==> config.mk <==
export PLATFORM = sky130hd
export DESIGN_NAME = adc_chirp_framer
export DESIGN_NICKNAME = d
export VERILOG_FILES = /design/src/rtl/adc_chirp_framer.sv
export SDC_FILE = /design/constraint.sdc
export NUM_CORES = 1
export LEC_CHECK = 0
export CORE_MARGIN = 8
export CORE_UTILIZATION = 50
export DETAILED_ROUTE_END_ITERATION = 10
export GPL_ROUTABILITY_DRIVEN = 0
export HOLD_SLACK_MARGIN = 0.12
export PLACE_DENSITY = 0.75
export SYNTH_ARGS = -nofsm -noshare
export SYNTH_HDL_FRONTEND = slang
export SYNTH_SLANG_ARGS = --single-unit
==> constraint.sdc <==
create_clock -name sys_clk -period 5.55 [get_ports sys_clk]
set_clock_uncertainty 0.1 [all_clocks]
set_input_delay 1.11 -clock sys_clk [delete_from_list [all_inputs] [get_ports sys_clk]]
set_output_delay 1.11 -clock sys_clk [all_outputs]
set_load 0.05 [all_outputs]
==> src/rtl/adc_chirp_framer.sv <==
// Frames gated ADC samples into AXI-Stream chirp packets (tuser = CPI start, tlast = chirp end) through a FIFO.
// Build macro ADC_TEST_PATTERN_EN replaces each captured sample with {chirp_cnt, scnt}.
module adc_chirp_framer #(
  parameter int DATA_W     = 16,
  parameter int FIFO_DEPTH = 64,
  parameter int LEN_W      = 16
) (
  input  logic              sys_clk,
  input  logic              rstn,
  input  logic              enable_i,
  input  logic              cpib_i,
  input  logic              cpie_i,
  input  logic              sample_gate_i,
  input  logic [DATA_W-1:0] adc_data_i,
  input  logic              adc_valid_i,
  input  logic [LEN_W-1:0]  expected_len_i,
  input  logic              clear_err_i,
  output logic [DATA_W-1:0] m_axis_tdata_o,
  output logic              m_axis_tvalid_o,
  input  logic              m_axis_tready_i,
  output logic              m_axis_tlast_o,
  output logic              m_axis_tuser_o,
  output logic [7:0]        chirp_cnt_o,
  output logic              frame_done_o,
  output logic              overflow_err_o,
  output logic              len_err_o
);
  localparam int AW = $clog2(FIFO_DEPTH);
  localparam int EW = DATA_W + 2;

  typedef enum logic [2:0] {IDLE, ARMED, CAPTURE, CLOSE, DISCARD} state_e;
  state_e state_q, state_d;

  logic [1:0]        cpib_q, cpie_q, gate_q;
  logic              cpib_rise, cpie_rise, gate_rise, gate_fall;
  logic [LEN_W-1:0]  len_q, len_d, scnt_q, scnt_d;
  logic [7:0]        chirp_cnt_q, chirp_cnt_d;
  logic              sof_pend_q, sof_pend_d;
  logic [DATA_W-1:0] hold_q, hold_d, sample;
  logic              ovf_q, ovf_d, len_err_q, len_err_d, set_ovf, set_len;
  logic              frame_done_q;
  logic              try_wr, wr_en;
  logic [EW-1:0]     wr_word, rd_word;
  logic [EW-1:0]     mem_q [FIFO_DEPTH];
  logic [AW:0]       wptr_q, rptr_q, rptr_d;
  logic              full, fire;
  logic              tvalid_q, tvalid_d, tlast_q, tuser_q;
  logic [DATA_W-1:0] tdata_q;

  // Edges come from the second register stage: one cycle of edge latency
  assign cpib_rise = cpib_q[0] & ~cpib_q[1];
  assign cpie_rise = cpie_q[0] & ~cpie_q[1];
  assign gate_rise = gate_q[0] & ~gate_q[1];
  assign gate_fall = ~gate_q[0] & gate_q[1];

`ifdef ADC_TEST_PATTERN_EN
  assign sample = DATA_W'({chirp_cnt_q, scnt_q[7:0]});
`else
  assign sample = adc_data_i;
`endif

  assign full = (wptr_q[AW] != rptr_q[AW]) && (wptr_q[AW-1:0] == rptr_q[AW-1:0]);

  always_comb begin
    state_d     = state_q;
    len_d       = len_q;
    scnt_d      = scnt_q;
    chirp_cnt_d = chirp_cnt_q;
    sof_pend_d  = sof_pend_q;
    hold_d      = hold_q;
    try_wr      = 1'b0;
    wr_en       = 1'b0;
    wr_word     = '0;
    set_ovf     = 1'b0;
    set_len     = 1'b0;
    if (cpib_rise) begin
      if (enable_i) begin
        len_d       = expected_len_i;
        chirp_cnt_d = '0;
        sof_pend_d  = 1'b1;
        state_d     = ARMED;
      end else begin
        state_d = IDLE;
      end
    end else begin
      case (state_q)
        ARMED: begin
          if (gate_rise) begin
            scnt_d  = '0;
            state_d = CAPTURE;
          end
        end
        CAPTURE: begin
          if (gate_fall || cpie_rise) begin
            state_d = CLOSE;
          end else if (gate_q[0] && adc_valid_i && (scnt_q < len_q)) begin
            hold_d = sample;
            scnt_d = scnt_q + LEN_W'(1);
            if (scnt_q != '0) begin
              try_wr  = 1'b1;
              wr_word = {sof_pend_q, 1'b0, hold_q};
            end
          end
        end
        CLOSE: begin
          state_d     = ARMED;
          chirp_cnt_d = (chirp_cnt_q == 8'hFF) ? chirp_cnt_q : chirp_cnt_q + 8'd1;
          if (scnt_q == '0) begin
            set_len = 1'b1;
          end else begin
            try_wr  = 1'b1;
            wr_word = {sof_pend_q, 1'b1, hold_q};
            if (scnt_q < len_q) set_len = 1'b1;
          end
        end
        default: ;
      endcase
    end
    // A write into a full FIFO abandons the rest of the CPI
    if (try_wr) begin
      if (full) begin
        set_ovf     = 1'b1;
        state_d     = DISCARD;
        chirp_cnt_d = chirp_cnt_q;
      end else begin
        wr_en      = 1'b1;
        sof_pend_d = 1'b0;
      end
    end
  end

  assign ovf_d     = set_ovf | (ovf_q & ~clear_err_i);
  assign len_err_d = set_len | (len_err_q & ~clear_err_i);

  // Output slice presents the entry at rptr; rptr advances only on a transfer
  assign fire     = tvalid_q & m_axis_tready_i;
  assign rptr_d   = rptr_q + (AW+1)'(fire);
  assign rd_word  = mem_q[rptr_d[AW-1:0]];
  assign tvalid_d = (wptr_q != rptr_d);

  always_ff @(posedge sys_clk or negedge rstn) begin
    if (!rstn) begin
      state_q      <= IDLE;
      cpib_q       <= '0;
      cpie_q       <= '0;
      gate_q       <= '0;
      len_q        <= '0;
      scnt_q       <= '0;
      chirp_cnt_q  <= '0;
      sof_pend_q   <= 1'b0;
      ovf_q        <= 1'b0;
      len_err_q    <= 1'b0;
      frame_done_q <= 1'b0;
      wptr_q       <= '0;
      rptr_q       <= '0;
      tvalid_q     <= 1'b0;
      tdata_q      <= '0;
      tlast_q      <= 1'b0;
      tuser_q      <= 1'b0;
    end else begin
      state_q      <= state_d;
      cpib_q       <= {cpib_q[0], cpib_i};
      cpie_q       <= {cpie_q[0], cpie_i};
      gate_q       <= {gate_q[0], sample_gate_i};
      len_q        <= len_d;
      scnt_q       <= scnt_d;
      chirp_cnt_q  <= chirp_cnt_d;
      sof_pend_q   <= sof_pend_d;
      ovf_q        <= ovf_d;
      len_err_q    <= len_err_d;
      frame_done_q <= cpie_rise;
      wptr_q       <= wptr_q + (AW+1)'(wr_en);
      rptr_q       <= rptr_d;
      tvalid_q     <= tvalid_d;
      tdata_q      <= rd_word[DATA_W-1:0];
      tlast_q      <= rd_word[DATA_W];
      tuser_q      <= rd_word[DATA_W+1];
    end
  end

  always_ff @(posedge sys_clk) begin
    hold_q <= hold_d;
    if (wr_en) mem_q[wptr_q[AW-1:0]] <= wr_word;
  end

  assign m_axis_tdata_o  = tdata_q;
  assign m_axis_tvalid_o = tvalid_q;
  assign m_axis_tlast_o  = tlast_q;
  assign m_axis_tuser_o  = tuser_q;
  assign chirp_cnt_o     = chirp_cnt_q;
  assign frame_done_o    = frame_done_q;
  assign overflow_err_o  = ovf_q;
  assign len_err_o       = len_err_q;
endmodule

==> impl_metrics.csv <==
group,metric,value,unit
status,outcome,"finished clean",
synth,synth_ff_type,"edfxtp_1",
critical_path,cp.arrival,4.81,ns
placement,place_inst,3515,
synth,syn_nets,2246,
global_route,track_usage,21.6,%
synth,syn_area,48900,µm²
placement,place_hpwl,62.1,mm
synth,yosys_warnings,0,
die,rows,114,
drt,num_vias,23737,
cts,worstSkewPairLatency,0.69,ns
die,core_area,96900,µm²
synth,synth_edf_count,1168,
synth,syn_area_per_cell,22.4,µm²
global_route,grt_max_degree,71,
drt,drc,0,
timing,finalWorstSetupSlack,1.17,ns
synth,seq_area_frac_synth,76.1,%
critical_path,timing_worst_setup_path_type,"in2reg",
die,die_w,329,µm
synth,ys_ff_latch,1254,
drt,wire_per_inst,31.3,µm
cts,clockBufferDepth,3,
finish,syn_to_final_growth,14.0,%
die,initial_core_util,50.5,%
finish,layout.cells.non_filler,3734,
critical_path,cp-startpoint,"m_axis_tready_i",
power,max-vdd-ir-drop,568,µV
synth,synthCells,2183,
global_route,grt_antenna_before_repair,4,
power,p_leak,18.1,nW
global_route,grt_pass1_wl,169,mm
power,finalPower,28.4,mW
flow_run,cap_violations,0,
drt,first_pass_iters,6,
drt,ant_nets,0,
timing,setup_viol,0,
worst_hold_path,hp-class,"reg2reg",
cts,cts_tree,"built",
drt,routed_via_density,6.36,
cts,post_cts_buffers,0,
critical_path,worstPathRequired,5.98,ns
critical_path,cp-start-kind,"input pin",
critical_path,worstPathMaxFanout,42,
synth,synthDistinctLibCells,56,
cts,cts_hold_buf,0,
global_route,grt-ovfl-total,0,
die,die-area,108000,µm²
placement,port_buffers,70,
cts,cts_repair_resize_count,0,
finish,fin_area,55800,µm²
timing,min_period,4.38,ns
global_route,grt_pass1_vias,24447,
die,io_pins,71,
finish,final_layout_size_suffix_gt1_share,29.6,%
placement,dpl_cell_area,52100,µm²
power,powerDensity,510,nW/µm²
finish,nets,2422,
critical_path,reg2reg_from,"scnt_q[7]",
die,die_h,329,µm
cts,numCtsBuffers,118,
cts,clkSlewWorstSetupHoldPaths,0.06,ns
cts,h-tree-depth,3,
timing,slew_violations,0,
finish,post-route-util,57.6,%
drt,wirelength,117,mm
timing,worst_slew_pin_slew,1.39,ns
critical_path,critPathCaptureType,"flop",
timing,finalSetupTns,0,ns
worst_hold_path,hp-start,"cpie_q[0]",
placement,dp_slack,0.485,ns
drt,dr.first_iter.drc_count,3214,
timing,timing.fmax,228,MHz
timing,rsz0062_at_grt,"false",
timing,finalCritPeriodShare,78.9,%
cts,cts_root_buf,"clkbuf_16",
timing,hold_violations,0,
synth,synthArstFlopShare,6.86,%
cts,clkSinkCount,1254,
timing,slew_headroom,7.39,%
timing,worst_hold_slack,0.300,ns
-- registers in the layout, summed over array words and instances, names as in the netlist, 2 cells and up --
signal,flops
rptr_q,7
mem_q,1152
hold_q,16
m_axis_tdata_o,16
gate_q,2
cpie_q,2
wptr_q,7
state_q,3
scnt_q,16
len_q,16
cpib_q,2
chirp_cnt_o,8
-- per-layer routing --
metal | up-vias | wire [µm] | track usage [%]
met5 | - | 20 | 0
met1 | 12509 | 42700 | 28.4
met2 | 1388 | 57800 | 35.2
met4 | 2 | 3910 | 7.47
met3 | 237 | 12500 | 5.68
li1 | 9601 | - | -
-- logic make-up (layout without fill, tap and decap cells) --
| logic type | count (synthesis) | count (layout) | share of synthesized area (%) |
|---|---|---|---|
| adder cells (fa/ha/maj) | 22 | 22 | 0.562 |
| other | 0 | 2 | 0 |
| AND/OR/NAND/NOR | 254 | 254 | 3.12 |
| buffers and inverters | 149 | 422 | 1.54 |
| multiplexers | 364 | 364 | 16.6 |
| flip-flops | 1254 | 1254 | 76.1 |
| XOR/XNOR | 29 | 29 | 0.519 |
| AO/OA/AOI/OAI | 111 | 111 | 1.54 |
-- final timing paths --
| path | endpoint | slack (ns) | cells after the start |
|---|---|---|---|
| max | m_axis_tdata_o[6] | 1.17 | 9 |
| min | cpie_q[1] | 0.30 | 0 |
| max reg2reg | mem_q[10][5] | 1.45 | 7 |
| min reg2reg | cpie_q[1] | 0.30 | 0 |
| max in group asynchronous | chirp_cnt_o[0] | 3.85 | 2 |
| min in group asynchronous | m_axis_tdata_o[6] | 0.34 | 1 |
-- cells in the final DEF (no fill, tap or decap), types with 4 or more instances in the layout --
| cell | n |
|---|---|
| inv_1 | 28 |
| inv_6 | 4 |
| nand2b_1 | 5 |
| nand4_1 | 10 |
| nor4_2 | 42 |
| or3_1 | 11 |
| nand3_1 | 19 |
| nand3b_1 | 5 |
| clkdlybuf4s50_1 | 69 |
| xor2_1 | 9 |
| xnor2_1 | 18 |
| ha_1 | 20 |
| bufinv_16 | 8 |
| edfxtp_1 | 1168 |
| nor2_1 | 24 |
| mux2i_1 | 4 |
| nand2_1 | 63 |
| and2_2 | 17 |
| mux4_2 | 360 |
| or4_1 | 4 |
| and3_1 | 4 |
| a21oi_1 | 18 |
| clkbuf_16 | 119 |
| buf_12 | 13 |
| o21ai_1 | 8 |
| o21ai_0 | 20 |
| clkbuf_1 | 32 |
| a211oi_1 | 6 |
| dfrtp_1 | 86 |
| nor2b_1 | 4 |
| clkinv_1 | 25 |
| buf_4 | 95 |
| nor4_4 | 23 |
| a22oi_1 | 37 |
| clkinv_2 | 22 |
| nor3_1 | 6 |
-- critical path, stage by stage --
cell             delay [ns]
clkdlybuf4s50_1        0.40
and2_1                 0.21
ha_4                   0.41
buf_12                 0.32
buf_4                  0.47
mux4_2                 0.57
mux4_2                 0.50
a22oi_1                0.57
nand2_1                0.15
-- report_power, final --
| group | leakage [nW] | switching (mW) | internal, mW |
|---|---|---|---|
| registers | 12.1 | 0.174 | 10.4 |
| clock network | 1.79 | 3.38 | 4.32 |
| logic | 4.21 | 5.28 | 4.85 |
| total | 18.1 | 8.83 | 19.6 |
-- final cells by class --
type,instances,area [µm²]
diodes,2,5.00
clock buffers,152,3110
clock inverters,65,542
fillers,6581,41100
inverters,28,105
multi-input cells,780,11500
flip-flops and latches,1254,37200
well taps,1276,1600
repair buffers,177,1660
-- synthesized netlist by cell type (all sizes together), types with 18 or more instances --
| master | count | area (µm²) |
|---|---|---|
| edfxtp | 1168 | 35100 |
| mux4 | 360 | 8110 |
| dfrtp | 86 | 2150 |
| nor4 | 67 | 563 |
| nand2 | 63 | 236 |
| buf | 62 | 429 |
| clkbuf | 59 | 221 |
| a22oi | 37 | 278 |
| inv | 28 | 105 |
| o21ai | 28 | 140 |
| nor2 | 25 | 93.8 |
| ha | 22 | 275 |
| and2 | 20 | 128 |
| nand3 | 19 | 95.1 |
| a21oi | 18 | 90.1 |
| xnor2 | 18 | 158 |
No activity file was read; power rests on OpenSTA's default activity.
